--- config.mk ---
export PLATFORM = sky130hd
export DESIGN_NAME = mem_access_stage
export DESIGN_NICKNAME = d
export VERILOG_FILES = /design/src/rtl/mem_pkg.sv /design/src/rtl/load_align.sv /design/src/rtl/mem_access_stage.sv
export SDC_FILE = /design/constraint.sdc
export NUM_CORES = 1
export LEC_CHECK = 0
export ABC_AREA = 1
export CAP_MARGIN = 25
export CORE_AREA = 2 2 150 152
export CTS_BUF_LIST = sky130_fd_sc_hd__clkbuf_8
export DETAILED_ROUTE_END_ITERATION = 6
export DIE_AREA = 0 0 152 154
export GPL_TIMING_DRIVEN = 1
export HOLD_SLACK_MARGIN = 0.03
export PLACE_DENSITY = 0.76
export SETUP_SLACK_MARGIN = 0.2
export SLEW_MARGIN = 5
export SYNTH_ARGS = -nofsm -noshare
export SYNTH_HDL_FRONTEND = slang
export SYNTH_SLANG_ARGS = --single-unit
--- constraint.sdc ---
create_clock -name clk -period 1.5 [get_ports clk]
set_input_delay 0.15 -clock clk [delete_from_list [all_inputs] [get_ports clk]]
set_output_delay 0.15 -clock clk [all_outputs]
set_load 0.005 [all_outputs]
--- src/rtl/mem_pkg.sv ---
// Shared constants for the memory-access stage: opcodes, funct3 codes,
// FSM state encodings and the access-legality helper.
package mem_pkg;

    localparam logic [6:0] OP_LOAD  = 7'b0000011;
    localparam logic [6:0] OP_STORE = 7'b0100011;

    localparam logic [2:0] F3_B  = 3'b000;
    localparam logic [2:0] F3_H  = 3'b001;
    localparam logic [2:0] F3_W  = 3'b010;
    localparam logic [2:0] F3_BU = 3'b100;
    localparam logic [2:0] F3_HU = 3'b101;

    localparam logic [0:0] ST_IDLE = 1'b0;
    localparam logic [0:0] ST_WAIT = 1'b1;

    // An access is bad when funct3 is illegal for its direction or the address
    // is not naturally aligned for the access size.
    function automatic logic access_bad(input logic is_store, input logic [2:0] f3,
                                        input logic [1:0] a);
        logic legal;
        logic misaligned;
        if (is_store)
            legal = (f3 == F3_B) || (f3 == F3_H) || (f3 == F3_W);
        else
            legal = (f3 == F3_B) || (f3 == F3_H) || (f3 == F3_W) ||
                    (f3 == F3_BU) || (f3 == F3_HU);
        misaligned = ((f3[1:0] == 2'b01) && a[0]) ||
                     ((f3[1:0] == 2'b10) && (a != 2'b00));
        return !legal || misaligned;
    endfunction

endpackage

--- src/rtl/load_align.sv ---
// Read-data formatter: picks the byte/halfword lane by address and
// sign- or zero-extends it according to funct3.
module load_align
    import mem_pkg::*;
(
    input  logic [31:0] rdata,
    input  logic [1:0]  addr,
    input  logic [2:0]  funct3,
    output logic [31:0] result
);

    logic [15:0] lane;

    assign lane = 16'(rdata >> {addr, 3'b000});

    always_comb begin
        result = rdata;
        case (funct3)
            F3_B:    result = {{24{lane[7]}}, lane[7:0]};
            F3_H:    result = {{16{lane[15]}}, lane};
            F3_BU:   result = {24'h0, lane[7:0]};
            F3_HU:   result = {16'h0, lane};
            default: result = rdata;
        endcase
    end

endmodule

--- src/rtl/mem_access_stage.sv ---
// MEM stage: drives the req/ack data-memory port, formats store and load data,
// stalls the pipeline while memory is busy and registers results into MEM/WB.
//
// state   | meaning
// IDLE    | no outstanding request; new access may issue this cycle
// WAIT    | request outstanding, waiting for dmem_ack
module mem_access_stage
    import mem_pkg::*;
#(
    parameter int ADDR_W = 32
) (
    input  logic              clk,
    input  logic              rst,
    input  logic [31:0]       MEM_ALU_OUT,
    input  logic [31:0]       MEM_rs2,
    input  logic [4:0]        MEM_rd_ind,
    input  logic [31:0]       MEM_PC,
    input  logic [31:0]       MEM_INST,
    input  logic [6:0]        MEM_opcode,
    input  logic              MEM_memread,
    input  logic              MEM_memwrite,
    input  logic              MEM_regwrite,
    output logic              dmem_req,
    output logic              dmem_we,
    output logic [ADDR_W-1:0] dmem_addr,
    output logic [3:0]        dmem_be,
    output logic [31:0]       dmem_wdata,
    input  logic [31:0]       dmem_rdata,
    input  logic              dmem_ack,
    output logic              MEM_STALL,
    output logic              MEM_EXC,
    output logic [31:0]       WB_ALU_OUT,
    output logic [31:0]       WB_MEM_OUT,
    output logic [31:0]       WB_PC,
    output logic [31:0]       WB_INST,
    output logic [4:0]        WB_rd_ind,
    output logic              WB_regwrite,
    output logic              WB_memread
);

    logic [0:0]  state;
    logic [2:0]  funct3;
    logic        mem_op;
    logic        is_store;
    logic        is_load;
    logic        bad;
    logic        req_raw;
    logic [31:0] load_data;

    assign funct3   = MEM_INST[14:12];
    assign mem_op   = MEM_memread | MEM_memwrite;
    // mem_op qualifies an access; the opcode tells a store from a load.
    assign is_store = mem_op & (MEM_opcode == OP_STORE);
    assign is_load  = mem_op & !is_store;
    assign bad      = mem_op & access_bad(is_store, funct3, MEM_ALU_OUT[1:0]);

    assign req_raw   = ((state == ST_IDLE) & mem_op & !bad) | (state == ST_WAIT);
    // Reset abandons any outstanding request at once, without waiting for a clock.
    assign dmem_req  = rst & req_raw;
    assign MEM_STALL = dmem_req & !dmem_ack;
    assign dmem_we   = is_store;
    assign dmem_addr = ADDR_W'({MEM_ALU_OUT[31:2], 2'b00});

    always_comb begin
        dmem_be    = 4'hF;
        dmem_wdata = MEM_rs2;
        if (is_store) begin
            case (funct3)
                F3_B: begin
                    dmem_be    = 4'b0001 << MEM_ALU_OUT[1:0];
                    dmem_wdata = {4{MEM_rs2[7:0]}};
                end
                F3_H: begin
                    dmem_be    = 4'b0011 << MEM_ALU_OUT[1:0];
                    dmem_wdata = {2{MEM_rs2[15:0]}};
                end
                default: begin
                    dmem_be    = 4'hF;
                    dmem_wdata = MEM_rs2;
                end
            endcase
        end
    end

    load_align u_load_align (
        .rdata  (dmem_rdata),
        .addr   (MEM_ALU_OUT[1:0]),
        .funct3 (funct3),
        .result (load_data)
    );

    always_ff @(negedge clk or negedge rst) begin
        if (!rst) begin
            state       <= ST_IDLE;
            MEM_EXC     <= 1'b0;
            WB_ALU_OUT  <= '0;
            WB_MEM_OUT  <= '0;
            WB_PC       <= '0;
            WB_INST     <= '0;
            WB_rd_ind   <= '0;
            WB_regwrite <= 1'b0;
            WB_memread  <= 1'b0;
        end else begin
            case (state)
                ST_IDLE: if (dmem_req && !dmem_ack) state <= ST_WAIT;
                default: if (dmem_ack) state <= ST_IDLE;
            endcase

            // A bad access never issues, so it always commits straight from IDLE.
            MEM_EXC <= bad & (state == ST_IDLE);

            if (MEM_STALL) begin
                WB_ALU_OUT  <= '0;
                WB_MEM_OUT  <= '0;
                WB_PC       <= '0;
                WB_INST     <= '0;
                WB_rd_ind   <= '0;
                WB_regwrite <= 1'b0;
                WB_memread  <= 1'b0;
            end else begin
                WB_ALU_OUT  <= MEM_ALU_OUT;
                WB_MEM_OUT  <= (is_load && !bad) ? load_data : 32'h0;
                WB_PC       <= MEM_PC;
                WB_INST     <= MEM_INST;
                WB_rd_ind   <= MEM_rd_ind;
                WB_regwrite <= MEM_regwrite & !bad & !is_store;
                WB_memread  <= MEM_memread & !bad;
            end
        end
    end

endmodule

======== Word level (Yosys, flattened, before mapping) ========
Cells that the tools add are included.
operators by class
  add/sub/neg operators ................... 0
  multipliers ............................. 0
  divide/modulo/power cells ............... 0
  magnitude comparators ................... 0
  eq/ne operators ......................... 7
  shifts and indexed selects .............. 3
  mux-type cells .......................... 17
  bitwise logic cells ..................... 14
  reduce and logical (&&, ||, !) cells .... 16
operators with widths
  kind                                                 count
  2-to-1 mux 32 bit                                    6
  case mux 32 bit (4 select lines)                     1
  case mux 32 bit (2 select lines)                     1
  right shift 32 x 5 -> 16 bit                         1
  bitwise AND 1 bit                                    11
  case mux 4 bit (2 select lines)                      1
  equality test 7 x 6 -> 1 bit, second input constant  1
  equality test 3 bit, second input constant           2
  logical OR 1 bit                                     6
  2-to-1 mux 1 bit                                     6
  2-to-1 mux 5 bit                                     1
  logical AND 1 bit                                    4
  zero test 1 bit                                      4
  2-to-1 mux 4 bit                                     1
  << shifter 1 x 2 -> 4 bit, first input constant      1
  << shifter 2 x 2 -> 4 bit, first input constant      1
  equality test 3 x 1 -> 1 bit, second input constant  1
  equality test 3 x 2 -> 1 bit, second input constant  1
  zero test 3 bit                                      1
  equality test 2 x 1 -> 1 bit, second input constant  1
  equality test 2 bit, second input constant           1
  OR 1 bit                                             2
  nonzero test 2 bit                                   1
  inverter 1 bit                                       1
word-level totals
  register bits after elaboration ......... 137
  bits in latches ......................... 0
  bits in writable memories ............... 0
  ROM bits ................................ 0
  output and inout port bits .............. 207
  memories ................................ 0

======== Longest topological paths before layout ========
Gate-level depths: netlist of the first run.
  depth after elaboration ................. 16
  mapped depth ............................ 13

======== By module ========
Synthesis of the first run repeated with hierarchy kept, for this count alone.
second synthesis, totals
  cells, all modules ...................... 873
  area, all modules ....................... 6787.8 um^2
by module, submodules not included
  module            instances  cells an instance  area an instance (um^2)  seq. area each (um^2)
  mem_access_stage  1          663                5770.5                   3428.3
  load_align        1          210                1017.2                   0.0

==> results of run 1 <==
stage by stage:
stage / cell area [sq um] / setup WS (ns) / power, mW / hold slack [ns] / setup TNS [ns]
2_1_floorplan: 6490 / -0.541 / 4.82 / 0.343 / -70.86
5_1_grt: 13000 / -0.827 / 10.3 / 0.499 / -156.33
3_5_place_dp: 10800 / -1.34 / 6.34 / 0.380 / -246.48
3_3_place_gp: 10800 / -1.31 / 6.31 / 0.374 / -240.18
4_1_cts: 12200 / -0.762 / 9.67 / 0.486 / -137.02
6_report: 13000 / -0.776 / 9.87 / 0.474 / -142.07
layout make-up:
cell class	instances	area [sq um]
Timing Repair Buffer	546	5160
Timing Repair inverter	2	17.5
Tap cell	280	350
Multi-Input combinational cell	423	2940
Clock buffer	17	234
Fill cell	1787	8730
Inverter	169	676
Clock inverter	15	144
Sequential cell	137	3430
cell usage in the layout, fill, tap and decap left out, drive strengths merged, types with 21 or more instances in the layout:
master,Yosys,routed
o21ai,26,26
or2,21,21
nand2,287,287
inv,169,178
clkdlybuf4s50,0,163
buf,64,342
nor2,42,42
dlygate4sd2,0,25
dfrtn,137,137
nand3,34,34
kinds of logic after synthesis:
family,count (synthesis),synth area share [%]
flip-flops,137,54.2
AND/OR/NAND/NOR,386,25.0
AO/OA/AOI/OAI,34,2.93
other,1,0.0593
buffers and inverters,241,17.7
multiplexers,1,0.158
routing by layer:
layer	up-vias	global-route usage (%)	part of all wire, %
met5	-	0	0
met3	54	7.05	7.4
met4	0	9.61	3.2
li1	3260	-	-
met2	325	42.9	52
met1	3438	26.4	37
registers in the layout, indices dropped and copies added (netlist names):
name / cells
WB_ALU_OUT: 32
WB_INST: 32
WB_MEM_OUT: 32
WB_PC: 32
WB_rd_ind: 5
MEM_EXC: 1
WB_memread: 1
WB_regwrite: 1
state: 1
worst max-delay path, delay by kind of cell:
kind / cells / cell delay, ns
simple gates: 5 / 0.49
compound gates: 1 / 0.15
buf+inv: 9 / 0.99
final timing paths:
check,slack (ns),cells past startpoint,to,startpoint
max in group asynchronous,0.57,3,WB_MEM_OUT[11],rst
worst min-delay path,0.47,3,state,rst
min in group clk,0.63,3,MEM_EXC,state
worst min register to register,0.63,3,MEM_EXC,state
worst max register to register,-0.18,11,WB_ALU_OUT[21],state
worst max-delay path,-0.78,15,WB_ALU_OUT[21],MEM_ALU_OUT[1]
power breakdown:
group | total, mW | switching, mW | internal [mW]
Clock | 3.04 | 1.69 | 1.35
Sequential | 4.06 | 0.0716 | 3.98
Combinational | 2.78 | 1.30 | 1.48
repair_timing:
| action | CTS | global route |
|---|---|---|
| pin swaps | 28 | 11 |
| resized for setup | 1086 | 230 |
| endpoints found under the hold margin | 0 | 0 |
| endpoints found under the setup margin | 329 | 314 |
| buffers inserted | 55 | 7 |
| cloned | 24 | 2 |
==> impl_metrics.yaml, run 1 <==
status:
  status: "finished, violations left"
  violations: "negative setup slack"
logic_synthesis:
  synth_commonest_cells: "nand2_1 (286), inv_1 (166), dfrtn_1 (137)"
  synth_edf_count: 0
  syn_area_per_cell_sq_um: 7.91
  synth-seq-area-share_pct: 54.2
  async_flop_share_pct: 100
  ys_seq_elements: 137
  yosysTopAreaCellShare_pct: 54.2
  synth_warnings: 0
  ys.flop_type: "dfrtn_1"
  synthTopCellsByArea: "dfrtn_1 (54%), nand2_1 (17%), inv_1 (9.9%)"
  yosysMostFrequentCell: "nand2_1"
  synth.distinct_cells: 25
  synth_area_sq_um: 6320
  synthCells: 800
  synth_largest_area_cell: "dfrtn_1"
clock_network:
  root_buffer: "clkbuf_8"
  cts_num_sinks: 137
  hold_buffers: 0
  cts_max_path_buffers: 2
  clk-insertion-delay-late_ns: 0.40
  h-tree-depth: 4
  clk_pin_slew_worst_paths_ns: 0.06
  cts_tree: "built"
  cts_made_buffers: 17
worst_setup_path:
  crit_arrival_ns: 1.78
  crit_fanout: 7
  end_kind: "flip-flop"
  slowest_stage: "a21oi_4"
  path_common_cell: "buf_6"
  cpPeakStageDelay_ns: 0.15
  path_class: "in2reg"
  cp-start-kind: "input pin"
  required_ns: 1.01
  cp_cell_sequence: "buf_6, nor2_4, inv_2, a21oi_4, nand3_2, nand2_2, nand3_4, buf_6, buf_6, buf_16, buf_4, buf_12, buf_16, nand2_2, inv_1"
floorplanning:
  die_x_microns: 152
  row_count: 54
  core_sq_um: 21700
  start_util_pct: 29.2
  ios: 385
  die_area_sq_um: 23400
  die_h_microns: 154
power:
  power.leakage_nw: 7.05
  irDropWorstVdd_mv: 0.448
  powerDensity_nw_per_um2: 762
final_layout:
  syn_to_final_growth_pct: 105
  diodes: 0
  fin_cells: 1589
  final_nets: 1474
  final_util_pct: 59.7
  drive_above_1_share_pct: 55.4
route:
  via_count: 7077
  drc: 0
  ant_nets: 0
  drt_iter0_drc: 386
  vias_per_cell: 4.45
  routed_wirelength_mm: 28.9
  wl_per_cell_microns: 18.2
  drtPass1Iterations: 4
timing:
  setup_viol: 302
  skew_ns: 0.00756
  rsz0062_at_grt: "yes"
  hold_viol_final: 0
  maxSlewViolCount: 0
  finalWorstSetupSlack_ns: -0.776
global_route:
  grt.overflow.total: 0
  grt_max_degree: 82
  grt.total_usage_pct: 23.9
  first_global_vias: 7442
  antenna_found_initial: 0
  grt_pass1_wl_mm: 42.7
hold_path:
  hold_path.class: "in2async"
placement:
  hpwl_mm: 18.0
  placed_cells: 1469
  io_buffers: 382
  gp_congestion: 0.888
run:
  max_cap_violations: 0
Note: power is estimated with default switching activity, not from simulation.
==> run 2: changes to the inputs <==
--- a/config.mk
+++ b/config.mk
@@ -7,15 +7,16 @@
 export LEC_CHECK = 0
 export ABC_AREA = 1
 export CAP_MARGIN = 25
-export CORE_AREA = 2 2 150 152
+export CORE_AREA = 2 2 149 151
 export CTS_BUF_LIST = sky130_fd_sc_hd__clkbuf_8
 export DETAILED_ROUTE_END_ITERATION = 6
-export DIE_AREA = 0 0 152 154
+export DIE_AREA = 0 0 151 153
 export GPL_TIMING_DRIVEN = 1
 export HOLD_SLACK_MARGIN = 0.03
-export PLACE_DENSITY = 0.76
+export PLACE_DENSITY = 0.79
 export SETUP_SLACK_MARGIN = 0.2
 export SLEW_MARGIN = 5
 export SYNTH_ARGS = -nofsm -noshare
 export SYNTH_HDL_FRONTEND = slang
+export SYNTH_HIERARCHICAL = 1
 export SYNTH_SLANG_ARGS = --single-unit
==> run 2 against run 1 <==
  * The flow still finishes with violations (negative setup slack)
  * Sequential power about the same
  * First-iteration DRC count shrank 32%
  * Routed wire length down 2.0%
  * Clock skew about the same
  * Core utilization up 1.6 points
  * Sequential share of layout area down 0.46 points
  * Cell area is 1.8% higher
==> impl_metrics.yaml, run 2 <==
floorplanning:
  row_count: 54
  ios: 385
  start_util_pct: 31.6
  die_x_microns: 151
  die_area_sq_um: 23100
  core_sq_um: 21500
  die_h_microns: 153
logic_synthesis:
  synthTopCellsByArea: "dfrtn_1 (51%), nand2_1 (16%), inv_1 (12%)"
  yosysMostFrequentCell: "nand2_1"
  synth_commonest_cells: "nand2_1 (287), inv_1 (208), dfrtn_1 (137)"
  syn_area_per_cell_sq_um: 7.78
  async_flop_share_pct: 100
  ys.flop_type: "dfrtn_1"
  synth_warnings: 6
  synth_area_sq_um: 6790
  yosysTopAreaCellShare_pct: 50.5
  synth_largest_area_cell: "dfrtn_1"
  ys_seq_elements: 137
  synth-seq-area-share_pct: 50.5
  synth_edf_count: 0
  synth.distinct_cells: 25
  synthCells: 873
worst_setup_path:
  worstSetupStartpoint: "state"
  required_ns: 1.35
  crit_fanout: 2
  cp-start-kind: "flip-flop"
  path_class: "reg2out"
  slowest_stage: "dfrtn_1"
  end_kind: "output port"
  rr_worst_depth: 10
  cpPeakStageDelay_ns: 0.43
  crit_arrival_ns: 2.13
  worstReg2RegStart: "state"
  cp_cell_sequence: "inv_2, nand2_4, buf_6, buf_6, inv_2, nor2_2, buf_2"
run:
  max_cap_violations: 0
power:
  p_total_mw: 10.2
  irDropWorstVdd_mv: 0.400
  p_clk_share_pct: 32.2
  seq_power_share_pct: 39.8
  power.leakage_nw: 7.26
  powerDensity_nw_per_um2: 773
  p_comb_share_pct: 28.0
  switching_share_pct: 29.8
  cellInternalPower_mw: 7.17
  power_switching_mw: 3.04
clock_network:
  clk-insertion-delay-late_ns: 0.39
  cts_tree: "built"
  clk_pin_slew_worst_paths_ns: 0.06
  cts_max_path_buffers: 2
  cts_num_sinks: 137
  h-tree-depth: 4
  root_buffer: "clkbuf_8"
  cts_made_buffers: 17
route:
  drc: 0
  ant_nets: 0
  wl_per_cell_microns: 17.2
  drtPass1Iterations: 5
  drt_iter0_drc: 262
  vias_per_cell: 4.45
  routed_wirelength_mm: 28.4
  via_count: 7316
global_route:
  grt_pass1_wl_mm: 40.6
  grt.overflow.total: 0
  antenna_found_initial: 1
  first_global_vias: 7576
  grt.total_usage_pct: 23.2
  grt_max_degree: 84
final_layout:
  finalInstanceArea_sq_um: 13200
  syn_to_final_growth_pct: 94.3
  drive_above_1_share_pct: 51.5
  fin_cells: 1645
  final_common_cell: "clkdlybuf4s50_1"
  final_nets: 1530
  final_cell_mix: "clkdlybuf4s50_1 (161), buf_2 (153), dfrtn_1 (137), inv_2 (125), nand2_1 (124)"
  final_util_pct: 61.4
timing:
  hold_viol_final: 0
  finalWorstSetupSlack_ns: -0.781
  fin_tns_setup_ns: -131.84
  setup_viol: 303
  maxSlewViolCount: 0
  rsz0062_at_grt: "yes"
  relSlewSlack_pct: 62.6
  skew_ns: 0.00779
  worst_pin_slew_ns: 0.559
status:
  status: "finished, violations left"
  violations: "negative setup slack"
placement:
  dpl_cell_area_sq_um: 10900
  gp_congestion: 0.844
  io_buffers: 382
  placed_cells: 1526
  hpwl_mm: 17.7
hold_path:
  hold_path.class: "in2async"
## run 2: cell types whose count changed after synthesis, moves of 8 or more
cell / change
inv_1: +42
nand2_2: +13
o21ai_0: -9
nand3_1: -13
buf_6: +15
or2_2: -21
nand4_1: +8
o211ai_1: +19
nor2_1: +21
## run 2: per-layer routing
| layer | wire (microns) | part of all wire, % | global-route usage [%] |
|---|---|---|---|
| met1 | 10200 | 36 | 25.4 |
| met2 | 14900 | 53 | 42.1 |
| met3 | 2280 | 8.0 | 5.43 |
| met4 | 939 | 3.3 | 10.1 |
| met5 | 0 | 0 | 0 |
## run 2: final timing paths
path,slack (ns),to
min in group clk,0.57,state
max in group asynchronous,0.50,WB_INST[31]
worst max register to register,-0.11,WB_PC[1]
worst max-delay path,-0.78,dmem_req
worst min-delay path,0.31,WB_MEM_OUT[15]
worst min register to register,0.57,state
## run 2: cell type report
class	instances	area (sq um)
tap	280	350
clock buffer	17	234
sequential	137	3430
inverter	213	825
fill	1787	8300
timing repair buffer	536	5100
antenna	1	2.50
clock inverter	14	185
multi-input combinational	447	3060
## run 2: through the flow
stage / hold slack [ns] / setup slack (ns)
6_report: 0.307 / -0.781
5_1_grt: 0.296 / -0.858
4_1_cts: 0.289 / -0.804
3_5_place_dp: 0.517 / -1.36
3_3_place_gp: 0.512 / -1.28
2_1_floorplan: 0.343 / -0.565
## run 2: cells by family (layout without fill, tap and decap cells)
| kind of cell | Yosys count | count (layout) | share of synthesized area [%] |
|---|---|---|---|
| compound gates | 43 | 43 | 3.91 |
| buf+inv | 290 | 780 | 20.9 |
| flops | 137 | 137 | 50.5 |
| other cells | 1 | 3 | 0.0552 |
| simple gates | 402 | 402 | 24.7 |
## run 2: critical path: cells and delay by family, from the launching register on
family,cells,cell delay (ns)
and+or+nand+nor,2,0.15
buffers and inverters,5,0.40
DFF,1,0.43
## run 2: power groups by stage
stage	Clock, mW	Combinational [mW]	Sequential (mW)
2_1_floorplan	0	0.745	4.16
3_3_place_gp	0	2.24	4.12
3_5_place_dp	0	2.27	4.13
4_1_cts	3.39	2.58	4.06
5_1_grt	3.55	3.06	4.08
6_report	3.28	2.85	4.06
## run 2: what timing repair did
item,CTS,global route
gates resized for setup,1061,257
setup buffers,54,10
pin swaps,31,32
endpoints found under the setup margin,331,315
gates cloned,21,2
hold buffers,0,0
==> run 3: changes to the inputs <==
--- a/config.mk
+++ b/config.mk
@@ -20,3 +20,4 @@
 export SYNTH_HDL_FRONTEND = slang
 export SYNTH_HIERARCHICAL = 1
 export SYNTH_SLANG_ARGS = --single-unit
+export TNS_END_PERCENT = 50
==> run 3 against run 2 <==
  * The run still ends with negative setup slack left
  * Count of clock-buffer cells in the layout unchanged
  * Register-to-register slack better by 0.04 ns
  * Die area unchanged
  * Final cell count down 0.97%
  * Hold slack better by 0.049 ns
  * Largest power group unchanged
==> impl_metrics.yaml, run 3 (synthesized netlist as in run 2, its figures left out) <==
worst_setup_path:
  path_class: "reg2out"
  end_kind: "output port"
  cpPeakStageDelay_ns: 0.43
  worstReg2RegStart: "state"
  cp_cell_sequence: "inv_2, nand2_4, buf_6, buf_6, inv_2, nor2_1, buf_2"
  cp-start-kind: "flip-flop"
  crit_fanout: 2
  crit_arrival_ns: 2.14
  rr_worst_depth: 10
  slowest_stage: "dfrtn_1"
  r2r_end: "WB_PC[27]"
  worst-path-buf-inv: 5
  required_ns: 1.35
  rrSetupSlack_ns: -0.07
  cp_top_family: "flip-flops"
final_layout:
  final_cell_mix: "clkdlybuf4s50_1 (163), nand2_1 (156), dfrtn_1 (137), buf_2 (119), inv_1 (117)"
  drive_above_1_share_pct: 47.5
  final_nets: 1514
  final_common_cell: "clkdlybuf4s50_1"
  diodes: 0
  syn_to_final_growth_pct: 92.1
power:
  power_switching_mw: 3.04
  irDropWorstVdd_mv: 0.571
  cellInternalPower_mw: 7.51
  seq_power_share_pct: 38.6
  power.leakage_nw: 7.34
  powerDensity_nw_per_um2: 809
  switching_share_pct: 28.8
  p_clk_share_pct: 34.6
  p_comb_share_pct: 26.9
route:
  drtPass1Iterations: 5
  vias_per_cell: 4.46
  drt_iter0_drc: 369
  via_count: 7264
  routed_wirelength_mm: 28.0
  wl_per_cell_microns: 17.2
  ant_nets: 0
  drc: 0
global_route:
  first_global_vias: 7494
  grt_pass1_wl_mm: 41.0
  grt.total_usage_pct: 23.4
  antenna_found_initial: 0
  grt.overflow.total: 0
  grt_max_degree: 88
run:
  max_cap_violations: 0
clock_network:
  clk_pin_slew_worst_paths_ns: 0.06
  cts_max_path_buffers: 2
  cts_num_sinks: 137
  cts_tree: "built"
  h-tree-depth: 4
  root_buffer: "clkbuf_8"
  cts_made_buffers: 17
  hold_buffers: 0
  clk-insertion-delay-late_ns: 0.39
floorplanning:
  ios: 385
  die_area_sq_um: 23100
  die_h_microns: 153
  core_sq_um: 21500
  die_x_microns: 151
  row_count: 54
  start_util_pct: 31.6
timing:
  whs_ns: 0.357
  hold_viol_final: 0
  rsz0062_at_grt: "yes"
  maxSlewViolCount: 0
  skew_ns: 0.00812
  relSlewSlack_pct: 65.2
  finalWorstSetupSlack_ns: -0.794
  setup_viol: 303
  worst_pin_slew_ns: 0.522
placement:
  gp_congestion: 0.882
  io_buffers: 382
  dp_slack_ns: -1.36
  hpwl_mm: 18.0
status:
  status: "finished, violations left"
  violations: "negative setup slack"
hold_path:
  hold_path.class: "in2async"
## run 3: changes by cell type in the layout (fill, tap and decap cells not counted), moves of 21 or more
cell and delta:
nand2_4 -48, nor2_4 +21, inv_2 -34, dlymetal6s2s_1 +25, nand2_1 +32, nor2_1 -30, dlygate4sd2_1 -26, clkbuf_2 +35
buf_2 -34, inv_1 +38
## run 3: how the worst max path moves through the flow
stage / startpoint / to / slack [ns] / depth (start not counted)
6_report: state / dmem_req / -0.79 / 7
5_1_grt: state / dmem_req / -0.86 / 7
4_1_cts: state / dmem_req / -0.79 / 7
3_5_place_dp: MEM_ALU_OUT[0] / WB_ALU_OUT[4] / -1.36 / 11
3_3_place_gp: MEM_ALU_OUT[0] / WB_INST[11] / -1.32 / 11
2_1_floorplan: MEM_memread / WB_MEM_OUT[10] / -0.56 / 10
## run 3: power by group through the flow
stage | Clock [mW] | Combinational, mW | Sequential [mW]
3_5_place_dp | 0 | 2.28 | 4.13
4_1_cts | 3.74 | 2.79 | 4.07
5_1_grt | 3.91 | 3.05 | 4.09
2_1_floorplan | 0 | 0.743 | 4.16
6_report | 3.65 | 2.84 | 4.07
3_3_place_gp | 0 | 2.24 | 4.13
## run 3: per-layer routing
metal / wire length [microns] / GRT usage (%) / up-vias / share of wire, %
li1: - / - / 3409 / -
met1: 9680 / 24.7 / 3405 / 35
met2: 15000 / 44.5 / 374 / 54
met3: 2260 / 5.19 / 76 / 8.1
met4: 1040 / 8.54 / 0 / 3.7
met5: 0 / 0 / - / 0
## run 3: area by class of cell
| type | instances | area, sq um |
|---|---|---|
| clock buffer | 17 | 234 |
| timing repair buffer | 520 | 5050 |
| tap | 280 | 350 |
| multi-input combinational | 447 | 2920 |
| inverter | 213 | 817 |
| sequential | 137 | 3430 |
| clock inverter | 15 | 238 |
| fill | 1787 | 8450 |
## run 3: stage by stage
| step | cell area (sq um) | setup TNS [ns] | total power, mW | std cells | utilization (%) |
|---|---|---|---|---|---|
| detailed placement | 11000 | -254.46 | 6.42 | 1529 | 51.2 |
| global route | 13000 | -157.30 | 11.1 | 1629 | 60.7 |
| finish | 13000 | -142.79 | 10.6 | 1629 | 60.7 |
| CTS | 12900 | -177.39 | 10.6 | 1623 | 59.9 |
| global placement | 11000 | -244.30 | 6.37 | 1529 | 51.2 |
| floorplan | 6800 | -75.77 | 4.91 | 874 | - |
## run 3: repair_timing
action | in CTS | in global routing
buffers inserted | 38 | 5
gates resized for setup | 570 | 506
gates cloned | 24 | 1
hold endpoints to repair | 0 | 0
setup endpoints to repair | 330 | 342
pin swaps | 25 | 34
